===== src/rtl/arbiter4.sv =====
`default_nettype none
// ============================================================================
// Module   : arbiter4
// Purpose  : Four-requester round-robin arbiter with a bounded hold time and a
//            registered shared data path (q follows the owner one cycle late).
// Revision : 1.0 - initial release
// ============================================================================
module arbiter4 #(
  parameter int DATAWIDTH = 8,
  parameter int HOLD      = 4
) (
  input  logic                 clk,
  input  logic                 reset,
  input  logic [3:0]           req,
  input  logic [DATAWIDTH-1:0] d0,
  input  logic [DATAWIDTH-1:0] d1,
  input  logic [DATAWIDTH-1:0] d2,
  input  logic [DATAWIDTH-1:0] d3,
  output logic [3:0]           grant,
  output logic [1:0]           select,
  output logic                 busy,
  output logic [DATAWIDTH-1:0] q,
  output logic                 q_valid
);

  typedef enum logic [0:0] {
    ST_IDLE  = 1'b0,
    ST_OWNED = 1'b1
  } state_t;

  localparam logic [7:0] C_HOLD = 8'(HOLD);

  state_t               state_q, state_d;
  logic [1:0]           sel_q, sel_d;
  logic [1:0]           ptr_q, ptr_d;
  logic [7:0]           cnt_q, cnt_d;
  logic [3:0]           grant_q, grant_d;
  logic [DATAWIDTH-1:0] q_q;
  logic                 qv_q;
  logic [3:0]           w_others;
  logic [DATAWIDTH-1:0] w_data;

  // First set bit of mask scanning ptr+1, ptr+2, ptr+3, ptr (wrapping 3->0).
  function automatic logic [1:0] rr_pick(input logic [1:0] ptr, input logic [3:0] mask);
    logic [1:0] idx;
    rr_pick = ptr;
    for (int k = 4; k >= 1; k--) begin
      idx = ptr + 2'(k);
      if (mask[idx]) rr_pick = idx;
    end
  endfunction

  // Shared 4:1 data mux steered by the registered owner index.
  always_comb begin
    w_data = d0;
    case (sel_q)
      2'd0: w_data = d0;
      2'd1: w_data = d1;
      2'd2: w_data = d2;
      2'd3: w_data = d3;
      default: w_data = d0;
    endcase
  end

  // Next-state: ownership, rotation pointer, hold counter and grant vector.
  always_comb begin
    state_d  = state_q;
    sel_d    = sel_q;
    ptr_d    = ptr_q;
    cnt_d    = cnt_q;
    w_others = req & ~(4'b0001 << sel_q);
    case (state_q)
      ST_IDLE: begin
        if (|req) begin
          state_d = ST_OWNED;
          sel_d   = rr_pick(ptr_q, req);
          cnt_d   = 8'd1;
        end
      end
      ST_OWNED: begin
        if (req[sel_q]) begin
          if (cnt_q < C_HOLD) begin
            cnt_d = cnt_q + 8'd1;
          end else begin
            // Hold expired: hand over if anyone else waits, else restart tenure.
            cnt_d = 8'd1;
            if (|w_others) begin
              ptr_d = sel_q;
              sel_d = rr_pick(sel_q, w_others);
            end
          end
        end else begin
          ptr_d = sel_q;
          if (|req) begin
            sel_d = rr_pick(sel_q, req);
            cnt_d = 8'd1;
          end else begin
            state_d = ST_IDLE;
            cnt_d   = 8'd0;
          end
        end
      end
      default: state_d = ST_IDLE;
    endcase
    grant_d = (state_d == ST_OWNED) ? (4'b0001 << sel_d) : 4'b0000;
  end

  // State and data registers; reset drops any ownership immediately.
  always_ff @(posedge clk) begin
    if (reset) begin
      state_q <= ST_IDLE;
      sel_q   <= 2'd0;
      ptr_q   <= 2'd3;
      cnt_q   <= 8'd0;
      grant_q <= 4'b0000;
      q_q     <= '0;
      qv_q    <= 1'b0;
    end else begin
      state_q <= state_d;
      sel_q   <= sel_d;
      ptr_q   <= ptr_d;
      cnt_q   <= cnt_d;
      grant_q <= grant_d;
      if (state_q == ST_OWNED) begin
        q_q  <= w_data;
        qv_q <= 1'b1;
      end else begin
        qv_q <= 1'b0;
      end
    end
  end

  assign grant   = grant_q;
  assign select  = sel_q;
  assign busy    = (state_q == ST_OWNED);
  assign q       = q_q;
  assign q_valid = qv_q;

endmodule
`default_nettype wire


===== config.mk =====
export PLATFORM = sky130hd
export DESIGN_NAME = arbiter4
export DESIGN_NICKNAME = d
export VERILOG_FILES = /design/src/rtl/arbiter4.sv
export SDC_FILE = /design/constraint.sdc
export NUM_CORES = 1
export LEC_CHECK = 0
export CAP_MARGIN = 10
export CORE_MARGIN = 2
export CORE_UTILIZATION = 45
export CTS_CLUSTER_DIAMETER = 60
export DETAILED_ROUTE_END_ITERATION = 8
export PLACE_DENSITY = 0.78
export SLEW_MARGIN = 20
export SYNTH_ARGS = -nofsm -noshare
export SYNTH_HDL_FRONTEND = slang
export SYNTH_SLANG_ARGS = --single-unit

===== constraint.sdc =====
create_clock -name clk -period 3.7 [get_ports clk]
set_clock_uncertainty 0.05 [all_clocks]
set_input_delay 0.74 -clock clk [delete_from_list [all_inputs] [get_ports clk]]
set_output_delay 0.74 -clock clk [all_outputs]
set_load 0.1 [all_outputs]

==> results of run 1 <==
-- registers in the layout, indices dropped and copies added, names as in the netlist --
signal / count
busy: 1
cnt_q: 8
grant: 4
ptr_q: 2
q: 8
q_valid: 1
select: 2
-- routing by layer --
metal,GRT usage (%),vias up,share of wire (%)
li1,-,834,-
met1,28.9,767,44
met2,34.9,53,50
met3,4.05,6,4.9
met4,5.85,0,1.4
met5,0,-,0
-- kinds of logic after synthesis --
| logic type | Yosys count |
|---|---|
| simple gates | 74 |
| compound gates | 54 |
| flops | 26 |
| buf+inv | 25 |
| mux | 16 |
| fa+ha+maj | 5 |
-- worst reg2reg max path, delay by kind of cell, from the launching register on --
family / cells / cell delay (ps)
buf+inv: 1 / 190
fa+ha+maj: 1 / 540
compound gates: 4 / 770
simple gates: 2 / 690
flops: 1 / 610
-- worst paths after layout --
check | depth (start not counted) | start | slack (ps) | endpoint
max | 7 | req[1] | 770 | grant[1]
min | 1 | cnt_q[5] | 440 | cnt_q[5]
max reg2reg | 8 | select[1] | 790 | grant[1]
min reg2reg | 1 | cnt_q[5] | 440 | cnt_q[5]
-- synth_stat cells, types with 3 or more instances --
library cell	number
a21oi_1	8
nand2_1	13
clkbuf_1	12
o21ai_0	11
a31oi_1	3
mux2i_1	11
nand2b_1	10
nor2_1	22
and3_1	6
a22oi_1	3
dfxtp_1	26
mux2_2	3
or3_1	3
a222oi_1	8
ha_1	5
o211ai_1	3
nor3_1	5
inv_1	7
-- power by group --
part           switching (mW)  internal [mW]  leakage (nW)
logic                   0.295          0.165         0.673
registers              0.0204          0.304         0.213
clock network          0.0821         0.0601        0.0210
-- layout by cell type, fill, tap and decap left out, types with 2 or more instances in the layout --
master            n
a21oi_1           8
dfxtp_1          26
mux4_2            2
a311oi_1          2
nand2b_1         10
a2111oi_0         2
clkbuf_4          3
mux2_2            3
ha_1              5
clkdlybuf4s50_1  50
a22oi_1           3
nor3b_1           2
nand3_1           2
inv_1             7
nor3_1            5
nand3b_1          2
nand2_1          13
and3_1            6
o311a_1           2
nor2_1           22
o211ai_1          3
a211oi_1          2
a222oi_1          8
a31oi_1           3
or3_1             3
buf_4             7
mux2i_1          11
nor2b_1           2
and2_1            2
o21ai_0          11
-- cell type report --
cell class / instances / area share (%)
Sequential cell: 26 / 23.5
Timing Repair Buffer: 57 / 24.9
Clock buffer: 4 / 1.64
Inverter: 9 / 1.52
Multi-Input combinational cell: 149 / 45.8
Tap cell: 46 / 2.60
==> metrics.cfg, run 1 <==
[worst_hold_path]
hold_path.class=flop to flop

[drt]
route.antenna.remaining_nets=0
route.vias.total=1660
drcViolationCount=0
via_per_inst=5.70
first_pass_iters=4
wl_mm=4.37
drt-initial-drc-count=228
wl_per_cell_um=15.0

[placed_design]
dp_slack_ps=449
dpl_cell_area_sq_mm=0.00218
io_buffers=53
place_inst=287
gp_congestion=0.980
place_hpwl_mm=3.28

[clock_network]
cts_made_buffers=3
post-cts-setup-buffers=0
cts_root_buffer=clkbuf_4
cts_tree=yes
htreeDepth=1
clk-insertion-delay-late_ps=320
hold_buffers=0
clock_sinks=26
cts.reportedPaths.clkPinSlew_ps=140
cts_resized=0
clockBufferDepth=2

[power_and_ir_drop]
powerDensity_mw_per_mm2=418
fin_total_pwr_uw=927
ir_drop_mv=0.235
leakagePower_nw=0.907

[sta]
finalSetupViolCount=0
whs_ps=439
hold_violations=0
worst_slack_ps=765
worstMarginPinSlew_ps=1000
drv_slew=0
fin_crit_sh_pct=79.3
slew_headroom_pct=32.9
layout_min_cycle_time_ps=2930
rsz0062_at_grt=false
fmax_mhz=341
setup-tns-final_ps=0

[die]
fp-row-count=21
die_w_um=64.4
die_h_um=64.4
core_area_sq_mm=0.00342
initial_core_util_pct=48.0
die-area_sq_mm=0.00414
ios=54

[synth]
synth_seq_area_share_pct=31.7
synth_cells=200
synth_adder_area_share_pct=3.81
syn_area_sq_mm=0.00164
synth-simple-area-share_pct=22.9
yosys.area.top_type=dfxtp_1
synth_edf_count=0
synth_xor_xnor_area_share_pct=0
synth.area.top_cells=dfxtp_1 32%, mux2i_1 6.7%, nor2_1 5.0%, a222oi_1 4.9%, ha_1 3.8%
synth_top_area_share_pct=31.7
avgSynthCellArea_sq_um=8.20
synth_flop_cell=dfxtp_1
async_flop_share_pct=0
synthDistinctLibCells=48
yosysWarnings=0
muxShareOfSynthArea_pct=11.5
synth_compound_area_share_pct=23.7
synth_top_family_by_area=compound AO/OA/AOI/OAI gates
ys_seq_elements=26
syn_nets=243

[cells_and_area]
seqCellArea_sq_um=520
drive_gt1_share_pct=7.35
diodes=0
post-route-cell-area_sq_mm=0.00222
multiInputGateArea_sq_mm=0.00102
syn_to_final_growth_pct=35.2
finalNetCount=289
fill_cells=318
final_cells=291
final_util_pct=64.9

[flow_run]
drv_cap=0

[critical_path]
cp_slowest_cell=clkdlybuf4s50_1
worstPathRequired_ps=3860
crit_path_frequent_cell=or3_1
cp-end-kind=flop
crit_fanout=14
crit_chain=clkdlybuf4s50_1 > mux4_2 > or3_1 > o21a_1 > or3_1 > o311ai_1 > nor3_1
path_delay_family=simple AND/OR/NAND/NOR gates
start_kind=primary input
worstPathArrival_ps=3100
path_class=primary input to flop
cp_slowest_stage_delay_ps=640
path_buf_inv=1

[grt]
antenna_found_initial=0
grt_max_degree=21
track_usage_pct=21.4
grt_pass1_vias=1456
grt_overflow=0
grt_first_pass_wirelength_mm=7.00

[status]
status=finished, final reports clean

No activity file was read; power rests on OpenSTA's default activity.
==> run 2: changes to the inputs <==
--- a/config.mk
+++ b/config.mk
@@ -7,10 +7,10 @@
 export LEC_CHECK = 0
 export CAP_MARGIN = 10
 export CORE_MARGIN = 2
-export CORE_UTILIZATION = 45
+export CORE_UTILIZATION = 41
 export CTS_CLUSTER_DIAMETER = 60
 export DETAILED_ROUTE_END_ITERATION = 8
-export PLACE_DENSITY = 0.78
+export PLACE_DENSITY = 0.75
 export SLEW_MARGIN = 20
 export SYNTH_ARGS = -nofsm -noshare
 export SYNTH_HDL_FRONTEND = slang
==> constraint.sdc (replaced) <==
create_clock -name clk -period 2.5 [get_ports clk]
set_clock_uncertainty 0.05 [all_clocks]
set_input_delay 0.5 -clock clk [delete_from_list [all_inputs] [get_ports clk]]
set_output_delay 0.5 -clock clk [all_outputs]
set_load 0.1 [all_outputs]
==> metrics.cfg, run 2 (synthesized netlist as in run 1, its figures left out) <==
[status]
status=finished with violations
violations=negative setup slack

[grt]
antenna_found_initial=0  ; unchanged
grt_first_pass_wirelength_mm=7.45  ; +6.5%
grt_pass1_vias=1589  ; +9.1%
track_usage_pct=21.5  ; +0.058 points
grt_overflow=0  ; unchanged
grt_max_degree=17  ; -19%

[sta]
fin_crit_sh_pct=101
fmax_mhz=396
layout_min_cycle_time_ps=2530
setup-tns-final_ps=-69.0  ; -69.0 ps
finalSetupViolCount=3  ; +3
drv_slew=0  ; unchanged
slew_headroom_pct=39.6  ; +6.7 points
worst_slack_ps=-26.7  ; -792 ps
worstMarginPinSlew_ps=883  ; -120 ps
hold_violations=0  ; unchanged

[cells_and_area]
drive_gt1_share_pct=25.3  ; +18 points
seqCellArea_sq_um=528  ; +1.4%
post-route-cell-area_sq_mm=0.00250  ; +13%
final_common_cell=buf_4
fill_cells=325  ; +2.2%
mostFrequentLayoutCells=46 x buf_4, 33 x clkdlybuf4s50_1, 24 x dfxtp_1
syn_to_final_growth_pct=52.6
finalNetCount=317  ; +9.7%
multiInputGateArea_sq_mm=0.00107  ; +5.0%
final_cells=321  ; +10%
diodes=0  ; unchanged

[placed_design]
dp_slack_ps=-271  ; -720 ps
gp_congestion=0.902  ; -7.9%
place_hpwl_mm=3.80  ; +16%
dpl_cell_area_sq_mm=0.00238  ; +9.4%
place_inst=315  ; +9.8%
io_buffers=53  ; unchanged

[power_and_ir_drop]
leakagePower_nw=1.11  ; +22%
fin_total_pwr_mw=1.54  ; +66%
powerDensity_mw_per_mm2=614  ; +47%
ir_drop_mv=0.447  ; +90%

[critical_path]
worstPathArrival_ps=2620  ; -480 ps
worstPathRequired_ps=2590  ; -1270 ps
cp_slowest_cell=a2111oi_0
crit_chain=dlygate4sd2_1 > buf_4 > nand2b_1 > mux4_2 > buf_4 > o21ai_0 > a2111oi_0 > a41o_1 > nor3_1
crit_path_frequent_cell=buf_4
crit_fanout=5  ; -9
path_class=primary input to flop
rr_worst_depth=8  ; unchanged
cp-end-kind=flop
cp_slowest_stage_delay_ps=820  ; +180 ps
start_kind=primary input

[clock_network]
cts_root_buffer=clkbuf_8
clock_sinks=26  ; unchanged
cts_tree=yes
clk-insertion-delay-late_ps=260  ; -60 ps
cts.reportedPaths.clkPinSlew_ps=80  ; -60 ps
clockBufferDepth=2  ; unchanged
htreeDepth=1  ; unchanged
hold_buffers=0  ; unchanged
cts_made_buffers=3  ; unchanged

[worst_hold_path]
hold_path.class=flop to flop
hold_depth=1  ; unchanged

[die]
core_area_sq_mm=0.00374  ; +9.6%
die_h_um=67.3  ; +4.5%
die-area_sq_mm=0.00452  ; +9.1%
fp-row-count=22  ; +4.8%
ios=54  ; unchanged
die_w_um=67.3  ; +4.5%
initial_core_util_pct=43.8  ; -4.2 points

[drt]
via_per_inst=5.44  ; -4.6%
route.antenna.remaining_nets=0  ; unchanged
wl_mm=4.93  ; +13%
highest_layer=met4
wl_met3_um=224  ; +4.7%
wl_met2_mm=2.33  ; +7.7%
first_pass_iters=5  ; +1
route.vias.total=1746  ; +5.2%
wl_met1_mm=2.33  ; +21%
wl_per_cell_um=15.4  ; +2.3%
drt-initial-drc-count=213  ; -6.6%
drcViolationCount=0  ; unchanged

[flow_run]
drv_cap=0  ; unchanged

run 2: cell type report:
type                       instances  area share [%]
inverter                           9            1.55
clock buffer                       4            2.20
sequential                        26            21.1
tap                               48            2.40
timing repair buffer              85            30.1
multi-input combinational        149            42.6
run 2: path summary, 6_finish.rpt:
path / start / end / slack (ps)
hold / removal: cnt_q[6] / cnt_q[6] / 430
setup / recovery: req[2] / grant[1] / -30
hold reg to reg: cnt_q[6] / cnt_q[6] / 430
setup reg to reg: select[1] / grant[1] / -20
run 2: routing by layer:
| metal | up-vias | track usage [%] |
|---|---|---|
| li1 | 891 | - |
| met1 | 797 | 31.4 |
| met2 | 52 | 33.3 |
| met3 | 6 | 2.17 |
| met4 | 0 | 6.38 |
| met5 | - | 0 |
run 2: power breakdown:
part | internal (mW) | switching (mW)
logic | 0.318 | 0.479
registers | 0.452 | 0.0353
clock network | 0.140 | 0.113
total | 0.910 | 0.627
run 2: worst max-delay path: cells and delay by family:
kind,cells,cell delay [ps]
simple gates,2,150
compound gates,3,1140
mux,1,270
buf+inv,3,570
run 2: timing repair:
action / in CTS / in global routing
setup buffers: 0 / 2
resized for setup: 3 / 7
endpoints found under the setup margin: 5 / 5
pin swaps: 0 / 0
run 2: metrics by stage:
stage / utilization [%] / hold WS (ps)
after floorplan: - / 403
after global placement: 63.7 / 416
after detailed placement: 63.7 / 418
after CTS: 65.1 / 437
after global routing: 66.9 / 446
final: 66.9 / 434
==> run 3: changes to the inputs <==
--- a/config.mk
+++ b/config.mk
@@ -6,11 +6,13 @@
 export NUM_CORES = 1
 export LEC_CHECK = 0
 export CAP_MARGIN = 10
+export CORE_ASPECT_RATIO = 1.1
 export CORE_MARGIN = 2
 export CORE_UTILIZATION = 41
 export CTS_CLUSTER_DIAMETER = 60
 export DETAILED_ROUTE_END_ITERATION = 8
 export PLACE_DENSITY = 0.75
+export SKIP_CTS_REPAIR_TIMING = 1
 export SLEW_MARGIN = 20
 export SYNTH_ARGS = -nofsm -noshare
 export SYNTH_HDL_FRONTEND = slang
==> metrics.cfg, run 3 (synthesized netlist as in run 1, its figures left out) <==
[status]
status=finished, final reports clean

[power_and_ir_drop]
p_seq_share_pct=29.5  ; -2.2 points
fin_total_pwr_mw=1.64  ; +6.8%
swShare_pct=39.5  ; -1.3 points
ir_drop_mv=0.289  ; -35%
pwr-share-clk_pct=21.2  ; +4.7 points
powerDensity_mw_per_mm2=643  ; +4.8%
p_int_uw=993  ; +9.1%
power_switching_uw=649  ; +3.5%
leakagePower_nw=1.14  ; +3.1%
p_comb_share_pct=49.2  ; -2.6 points

[cells_and_area]
diodes=0  ; unchanged
syn_to_final_growth_pct=55.6
final_cells=327  ; +1.9%
final_common_cell=buf_4
mostFrequentLayoutCells=48 x buf_4, 33 x clkdlybuf4s50_1, 24 x dfxtp_1
finalNetCount=319  ; +0.63%
drive_gt1_share_pct=26.2  ; +0.91 points

[sta]
layout_min_cycle_time_ps=2400  ; -129 ps
drv_slew=0  ; unchanged
fin_crit_sh_pct=95.9  ; -5.1 points
slew_headroom_pct=67.9  ; +28 points
fmax_mhz=417  ; +5.4%
finalSetupViolCount=0  ; -3
worstMarginPinSlew_ps=481  ; -402 ps
hold_violations=0  ; unchanged

[grt]
antenna_found_initial=0  ; unchanged
grt_overflow=0  ; unchanged
grt_max_degree=17  ; unchanged
grt_first_pass_wirelength_mm=8.05  ; +8.0%
track_usage_pct=22.2  ; +0.72 points
grt_pass1_vias=1720  ; +8.2%

[die]
fp-row-count=24  ; +9.1%
die_w_um=64.3  ; -4.4%
die-area_sq_mm=0.00452  ; about the same
ios=54  ; unchanged
die_h_um=70.3  ; +4.6%
initial_core_util_pct=42.0  ; -1.8 points
core_area_sq_mm=0.00390  ; +4.3%

[placed_design]
gp_congestion=0.980  ; +8.6%
place_inst=322  ; +2.2%
place_hpwl_mm=3.74  ; -1.4%
io_buffers=53  ; unchanged

[clock_network]
cts_tree=yes
clock_sinks=26  ; unchanged
clk-insertion-delay-late_ps=270  ; about the same
cts.reportedPaths.clkPinSlew_ps=90  ; about the same
cts_made_buffers=3  ; unchanged
htreeDepth=1  ; unchanged
clockBufferDepth=2  ; unchanged
cts_root_buffer=clkbuf_8

[worst_hold_path]
min_from=cnt_q[7]
hold_path.class=flop to flop

[drt]
route.vias.total=1783  ; +2.1%
wl_per_cell_um=15.4  ; +0.35%
drcViolationCount=0  ; unchanged
first_pass_iters=4  ; -1
via_per_inst=5.45  ; +0.25%
wl_mm=5.04  ; +2.2%
drt-initial-drc-count=106  ; -50%
route.antenna.remaining_nets=0  ; unchanged

[critical_path]
start_kind=flop
cp-end-kind=flop
worstPathArrival_ps=2550  ; -70 ps
path_class=flop to flop
worstPathRequired_ps=2650  ; +60 ps
reg2reg_setup_slack_ps=100  ; +120 ps
crit_path_start=select[0]
crit_fanout=8  ; +3
reg2reg_from=select[0]

[flow_run]
drv_cap=0  ; unchanged

run 3: cell types whose count changed in the layout (fill, tap and decap cells not counted), sizes merged:
cell / change
buf: +2
bufinv: +1
dlygate4sd2: -3
dlymetal6s2s: +3
clkbuf: -1
run 3: through the flow:
stage | setup TNS (ps) | area (sq um) | util (%) | setup WS (ps) | hold WS, ps
2_1_floorplan | 0 | 1670 | - | 25.4 | 403
3_3_place_gp | -1450 | 2410 | 61.8 | -289 | 417
3_5_place_dp | -1650 | 2410 | 61.8 | -321 | 423
4_1_cts | -100 | 2480 | 63.6 | -40.2 | 441
5_1_grt | -15.2 | 2550 | 65.4 | -15.2 | 446
6_report | 0 | 2550 | 65.4 | 102 | 436
run 3: worst paths after layout:
path / endpoint / cells after the start
max: grant[1] / 9
min: cnt_q[7] / 1
max reg2reg: grant[1] / 9
min reg2reg: cnt_q[7] / 1
run 3: area by class of cell:
| cell class | count | area, sq um |
|---|---|---|
| Multi-Input combinational cell | 149 | 1080 |
| Fill cell | 343 | 1350 |
| Clock inverter | 1 | 30.0 |
| Inverter | 9 | 38.8 |
| Sequential cell | 26 | 528 |
| Timing Repair Buffer | 87 | 772 |
| Tap cell | 52 | 65.1 |
| Clock buffer | 3 | 41.3 |
run 3: metal layers:
layer / part of all wire, % / wire [um] / global-route usage [%] / vias to the layer above
li1: - / - / - / 894
met1: 45 / 2290 / 30.3 / 826
met2: 49 / 2500 / 36.0 / 54
met3: 3.4 / 173 / 2.58 / 9
met4: 1.6 / 79 / 7.80 / 0
met5: 0 / 0 / 0 / -
run 3: power by group through the flow:
stage	clock, mW	sequential [mW]	combinational [mW]
6_report	0.349	0.485	0.809
5_1_grt	0.372	0.489	0.860
4_1_cts	0.361	0.486	0.767
3_5_place_dp	0	0.495	0.763
3_3_place_gp	0	0.496	0.753
2_1_floorplan	0	0.692	0.312
run 3: worst max-delay path: stages, from the launching register on:
cell and delay [ps]:
dfxtp_4 400, clkinv_4 60, buf_4 170, ha_2 250
nand3b_1 190, a21boi_2 80, a311oi_1 340, a311oi_2 170
or4_1 450, nor3_1 160
